===== src/rtl/mux4_rr_sched_pkg.sv =====
// Purpose : shared definitions for the 4-source round-robin mux scheduler.
// Latency : n/a (types and constants only).
// Backpressure: n/a.
package mux4_rr_sched_pkg;

  // Scheduler states: IDLE owns nothing, BUSY has exactly one owner.
  typedef enum logic {
    IDLE = 1'b0,
    BUSY = 1'b1
  } state_t;

  // Number of sources sharing the lane.
  localparam int NSRC = 4;

endpackage


===== src/rtl/mux4_rr_sched_data_mux.sv =====
// Purpose : 4:1 select mux for {last, data}; output forced to 0 when not enabled.
// Latency : purely combinational.
// Backpressure: none; it only steers whatever the selected source presents.
// Ports   : i_en (enable), i_sel (source index), i_data (packed words, source i
//           at [i*W +: W]), o_data (selected word or 0).
module rr_data_mux
  import mux4_rr_sched_pkg::*;
#(
  parameter int W = 9
) (
  input  logic              i_en,
  input  logic [1:0]        i_sel,
  input  logic [NSRC*W-1:0] i_data,
  output logic [W-1:0]      o_data
);

  always_comb begin
    o_data = '0;
    if (i_en) begin
      o_data = i_data[i_sel*W +: W];
    end
  end

endmodule


===== src/rtl/mux4_rr_sched.sv =====
// Purpose : round-robin owner of a shared 4:1 output lane, grant held per packet.
// Latency : request at edge N -> grant after edge N; data path combinational while BUSY.
// Backpressure: out_ready gates the owner's in_ready; a stalled owner can be evicted by timeout.
// Ports   : req/in_data/in_last/in_ready per source; out_valid/out_data/out_last/out_ready
//           downstream; gnt (one-hot), out_src (mux select), timeout (forced-release pulse).
module mux4_rr_sched
  import mux4_rr_sched_pkg::*;
#(
  parameter int DATA_W  = 8,
  parameter int MAX_CYC = 16
) (
  input  logic                   clk,
  input  logic                   rst_n,
  input  logic [NSRC-1:0]        req,
  input  logic [NSRC*DATA_W-1:0] in_data,
  input  logic [NSRC-1:0]        in_last,
  output logic [NSRC-1:0]        in_ready,
  output logic                   out_valid,
  output logic [DATA_W-1:0]      out_data,
  output logic                   out_last,
  input  logic                   out_ready,
  output logic [1:0]             out_src,
  output logic [NSRC-1:0]        gnt,
  output logic                   timeout
);

  localparam int CNT_W = (MAX_CYC > 2) ? $clog2(MAX_CYC) : 1;
  localparam logic [CNT_W-1:0] CNT_LAST = CNT_W'(MAX_CYC - 1);
  localparam int MW = DATA_W + 1;

  state_t            r_state;
  logic [NSRC-1:0]   r_gnt;
  logic [1:0]        r_src;
  logic [1:0]        r_ptr;
  logic [CNT_W-1:0]  r_cnt;

  logic [NSRC*MW-1:0] w_mux_in;
  logic [MW-1:0]      w_mux_out;
  logic               w_busy;
  logic               w_rel_xfer;
  logic               w_timeout;
  logic               w_release;
  logic [1:0]         w_next_ptr;
  logic [2:0]         w_pick_idle;
  logic [2:0]         w_pick_rel;

  // First requester found searching p, p+1, ... mod 4. Returns {found, index}.
  // Walking from the far end down lets the nearest hit overwrite the others.
  function automatic logic [2:0] rr_pick(input logic [NSRC-1:0] r, input logic [1:0] p);
    logic [2:0] res;
    logic [1:0] idx;
    res = '0;
    for (int k = NSRC - 1; k >= 0; k--) begin
      idx = p + 2'(k);
      if (r[idx]) begin
        res = {1'b1, idx};
      end
    end
    return res;
  endfunction

  for (genvar g = 0; g < NSRC; g++) begin : g_mux_in
    assign w_mux_in[g*MW +: MW] = {in_last[g], in_data[g*DATA_W +: DATA_W]};
  end

  assign w_busy = (r_state == BUSY);

  rr_data_mux #(.W(MW)) u_mux (
    .i_en   (w_busy),
    .i_sel  (r_src),
    .i_data (w_mux_in),
    .o_data (w_mux_out)
  );

  assign out_data  = w_mux_out[DATA_W-1:0];
  assign out_last  = w_mux_out[DATA_W];
  assign out_valid = w_busy & req[r_src];
  assign out_src   = r_src;
  assign gnt       = r_gnt;
  assign in_ready  = r_gnt & {NSRC{out_ready}};

  // A real end-of-packet transfer wins over the timeout in the same cycle.
  assign w_rel_xfer = out_valid & out_ready & out_last;
  assign w_timeout  = w_busy & (r_cnt == CNT_LAST) & ~w_rel_xfer;
  assign w_release  = w_rel_xfer | w_timeout;
  assign timeout    = w_timeout;

  // Re-arbitration on release starts just past the releasing source,
  // which puts that source at lowest priority.
  assign w_next_ptr  = r_src + 2'd1;
  assign w_pick_idle = rr_pick(req, r_ptr);
  assign w_pick_rel  = rr_pick(req, w_next_ptr);

  always_ff @(posedge clk or negedge rst_n) begin
    if (!rst_n) begin
      r_state <= IDLE;
      r_gnt   <= '0;
      r_src   <= '0;
      r_ptr   <= '0;
      r_cnt   <= '0;
    end else begin
      case (r_state)
        IDLE: begin
          if (w_pick_idle[2]) begin
            r_state <= BUSY;
            r_gnt   <= NSRC'(1) << w_pick_idle[1:0];
            r_src   <= w_pick_idle[1:0];
            r_cnt   <= '0;
          end
        end
        BUSY: begin
          if (w_release) begin
            r_ptr <= w_next_ptr;
            if (w_pick_rel[2]) begin
              // Hand-over in the same edge: no idle cycle between packets.
              r_gnt <= NSRC'(1) << w_pick_rel[1:0];
              r_src <= w_pick_rel[1:0];
              r_cnt <= '0;
            end else begin
              r_state <= IDLE;
              r_gnt   <= '0;
            end
          end else begin
            r_cnt <= r_cnt + 1'b1;
          end
        end
        default: begin
          r_state <= IDLE;
          r_gnt   <= '0;
        end
      endcase
    end
  end

endmodule


===== config.mk =====
export PLATFORM = sky130hd
export DESIGN_NAME = mux4_rr_sched
export DESIGN_NICKNAME = d
export VERILOG_FILES = /design/src/rtl/mux4_rr_sched_pkg.sv /design/src/rtl/mux4_rr_sched_data_mux.sv /design/src/rtl/mux4_rr_sched.sv
export SDC_FILE = /design/constraint.sdc
export NUM_CORES = 1
export LEC_CHECK = 0
export BUFFER_PORTS_ARGS = -buffer_cell sky130_fd_sc_hd__buf_2
export CORE_MARGIN = 2
export CORE_UTILIZATION = 30
export DETAILED_ROUTE_END_ITERATION = 8
export GPL_TIMING_DRIVEN = 0
export SYNTH_ARGS = -nofsm -noshare
export SYNTH_HDL_FRONTEND = slang
export SYNTH_HIERARCHICAL = 1
export SYNTH_SLANG_ARGS = --single-unit
export TNS_END_PERCENT = 20

===== constraint.sdc =====
create_clock -name clk -period 2.1 [get_ports clk]
set_clock_uncertainty 0.1 [all_clocks]
set_input_delay 0.42 -clock clk [delete_from_list [all_inputs] [get_ports clk]]
set_output_delay 0.42 -clock clk [all_outputs]
set_load 0.01 [all_outputs]

==> results_dict.tcl <==
set metrics [dict create \
    dieWidth_um 66.5 \
    critPathCaptureType "output port" \
    cts_root_buf "clkbuf_8" \
    wl_per_cell_um 12.7 \
    rsz0062_at_grt "yes" \
    grt_first_pass_wirelength_um 5040 \
    fill_cells 367 \
    dp_cells 244 \
    synthSimpleGateAreaFrac_pct 18.3 \
    vias 1324 \
    synth_area_per_cell_um2 8.74 \
    finalMaxSlewViolations 0 \
    yosys_warnings 6 \
    synth_compound_area_share_pct 25.5 \
    dr.first_iter.drc_count 31 \
    synth_nets 178 \
    yosysTopAreaCell "dfrtp_1" \
    synth_cells 134 \
    grt.overflow.total 0 \
    port_buffers 62 \
    p_per_area_nw_per_um2 1230 \
    cp_num_buf_inv 3 \
    die_h_um 66.5 \
    final_cells 258 \
    final_core_util_pct 46.6 \
    tightest_slew_ns 0.746 \
    synth_top_family_by_area "compound AO/OA/AOI/OAI gates" \
    numCtsBuffers 3 \
    grt_max_degree 14 \
    cts_buffer_depth 2 \
    antenna_found_initial 0 \
    tns_ns -0.439 \
    violations "negative setup slack" \
    hpwl_um 2600 \
    worst_path_max_delay_cell "dfrtp_1" \
    final_hold_viol_count 0 \
    ys_seq_elements 13 \
    ant_nets 0 \
    ys_seq_area_share_pct 27.8 \
    cap_violations 0 \
    p_leak_nw 0.842 \
    viasPerCell 5.13 \
    critPathKind "reg2out" \
    ys_top_cells_by_area "dfrtp_1, mux2i_1, o22ai_1, o21ai_0, and2_1" \
    die_area_um2 4420 \
    h-tree-depth 1 \
    synthXorXnorAreaFrac_pct 0.748 \
    routed_wl_um 3260 \
    pre_cts_slack_ns -0.181 \
    synth_cell_types 42 \
    cts.sinks 13 \
    drive_gt1_share_pct 45.7 \
    synth_top_area_share_pct 27.8 \
    grt_usage_pct 14.7 \
    path_cells "buf_6 > buf_6 > mux2i_1 > o22ai_1 > and2_4 > and2_4 > a21boi_2 > buf_2" \
    fmax_mhz 445 \
    synth.mux.area_fraction_pct 19.9 \
    finalCritPeriodShare_pct 107 \
    crit_fanout 3 \
    clock_latency_ns 0.24 \
    drc 0 \
    firstDrtPassIters 4 \
    critPathTopFamily "flip-flops" \
    rows 22 \
    crit_path_max_incr_delay_ns 0.40 \
    vdd_ir_drop_max_uv 609 \
    gp_congestion 0.814 \
    fin_ws_ns -0.147 \
    clkTransAtPathRegs_ns 0.05 \
    start_kind "register" \
    finalSetupViolations 7 \
    first_global_vias 1188 \
    syn_area_um2 1170 \
    slew_headroom_pct 49.8 \
    cp_data_required_time_ns 1.58 \
    crit_arrival_ns 1.73 \
    initial_utilization_pct 31.5 \
    core-area_um2 3720 \
    status "complete, but fails checks" \
    io-pin-count 64 \
    synthAdderAreaFrac_pct 1.07 \
    area.growth.synth_to_final_pct 47.8 \
    hold_path_class "reg2reg" \
    fin_nets 255 \
    cts_tree "done" \
    layout_min_cycle_time_ns 2.25 \
    n_antenna_cell 0 \
]
## stage by stage
stage	total power (W)	hold slack [ns]	instance area [µm²]
3_3_place_gp	0.00173	0.221	1550
4_1_cts	0.00210	0.404	1690
5_1_grt	0.00232	0.426	1730
3_5_place_dp	0.00174	0.222	1550
6_report	0.00214	0.402	1730
2_1_floorplan	0.00135	0.0244	1180
## kinds of logic (layout without fill, tap and decap cells)
kind of cell | after synthesis | in the layout
AO/OA/AOI/OAI | 45 | 45
multiplexers | 22 | 22
flip-flops | 13 | 13
adder cells (fa/ha/maj) | 1 | 1
XOR/XNOR | 1 | 1
buffers and inverters | 12 | 88
AND/OR/NAND/NOR | 40 | 40
## per-layer routing
| metal | global-route usage (%) | wire length [µm] | share of wire, % |
|---|---|---|---|
| met1 | 16.6 | 1310 | 40 |
| met2 | 26.0 | 1500 | 46 |
| met3 | 5.57 | 427 | 13 |
| met4 | 3.06 | 25 | 0.77 |
| met5 | 0 | 0 | 0 |
## final timing paths
kind                       startpoint          to  slack, ns  cells after the start
setup / recovery           out_src[1]     timeout      -0.15                      8
hold / removal               r_cnt[0]    r_cnt[0]       0.40                      1
setup reg to reg           out_src[1]      gnt[0]      -0.07                      6
hold reg to reg              r_cnt[0]    r_cnt[0]       0.40                      1
max in group asynchronous       rst_n  out_src[0]       1.16                      2
min in group asynchronous       rst_n    r_cnt[3]       0.49                      2
## layout by cell type, fill, tap and decap left out, types with 2 or more instances in the layout
| master | synthesis | layout |
|---|---|---|
| buf_2 | 2 | 64 |
| mux2i_1 | 21 | 21 |
| dfrtp_1 | 13 | 12 |
| o22ai_1 | 9 | 9 |
| o21ai_0 | 11 | 8 |
| buf_4 | 0 | 8 |
| nor2_1 | 9 | 7 |
| nand2_1 | 7 | 6 |
| inv_1 | 5 | 5 |
| nand2b_1 | 6 | 5 |
| a21oi_1 | 5 | 5 |
| and2_1 | 6 | 4 |
| buf_6 | 2 | 4 |
| a31oi_1 | 4 | 4 |
| and2_4 | 1 | 3 |
| clkbuf_8 | 0 | 3 |
| and3_1 | 2 | 2 |
| o22a_1 | 2 | 2 |
| a211oi_1 | 2 | 2 |
| nand3_1 | 2 | 2 |
| o21ai_1 | 0 | 2 |
## worst reg2reg max path: stages (launching register included)
cell	delay, ns
dfrtp_1	0.39
buf_6	0.12
mux4_2	0.53
buf_6	0.14
and2_4	0.15
a221o_2	0.42
o22a_1	0.21
## cell type report
type | count | area, µm² | area share (%)
inverter | 5 | 18.8 | 1.08
sequential | 13 | 327 | 18.9
clock buffer | 4 | 45.0 | 2.60
multi-input combinational | 109 | 820 | 47.4
buffer | 6 | 57.6 | 3.33
tap | 48 | 60.1 | 3.47
timing repair buffer | 73 | 403 | 23.3
## cells in the mapped netlist
cell type / count
buf_6: 2
mux4_2: 1
o21ai_0: 11
nor3_1: 1
o32a_1: 1
o22a_1: 2
a21oi_1: 5
xnor2_1: 1
a221o_1: 1
a31oi_1: 4
a221o_2: 1
nand2_1: 7
and2_1: 6
o22ai_1: 9
nand4_1: 1
buf_12: 1
dfrtp_1: 13
buf_2: 2
a21o_1: 1
clkbuf_1: 1
nor3b_1: 1
nand3_1: 2
a32oi_1: 1
inv_1: 5
nor4_1: 1
buf_1: 1
ha_1: 1
a211oi_1: 2
a21boi_0: 2
a221oi_1: 1
o31ai_1: 1
nand3b_1: 1
nor2_1: 9
and3_1: 2
nand2b_1: 6
mux2i_1: 21
a21o_2: 1
o221ai_1: 1
o41ai_1: 1
and2_4: 1
and4_1: 1
nor2b_1: 1
## where the power goes
group / switching [W] / internal [W] / leakage, nW / total (W)
Sequential: 0.000120 / 0.000367 / 0.151 / 0.000487
Combinational: 0.000676 / 0.000753 / 0.669 / 0.00143
Clock: 0.0000844 / 0.000134 / 0.0228 / 0.000218
Total: 0.000881 / 0.00125 / 0.842 / 0.00213
## state kept, by name, indices dropped and copies added (netlist names)
name,cells
gnt,4
r_ptr,2
out_src,2
r_cnt,4
r_state,1
## repair_timing
action,in CTS,in global routing
pin swaps,5,1
resized for setup,7,11
setup buffers,9,1
endpoints found under the hold margin,13,0
hold buffers,1,0
setup endpoints to repair,15,13
Note: power is estimated with default switching activity, not from simulation.
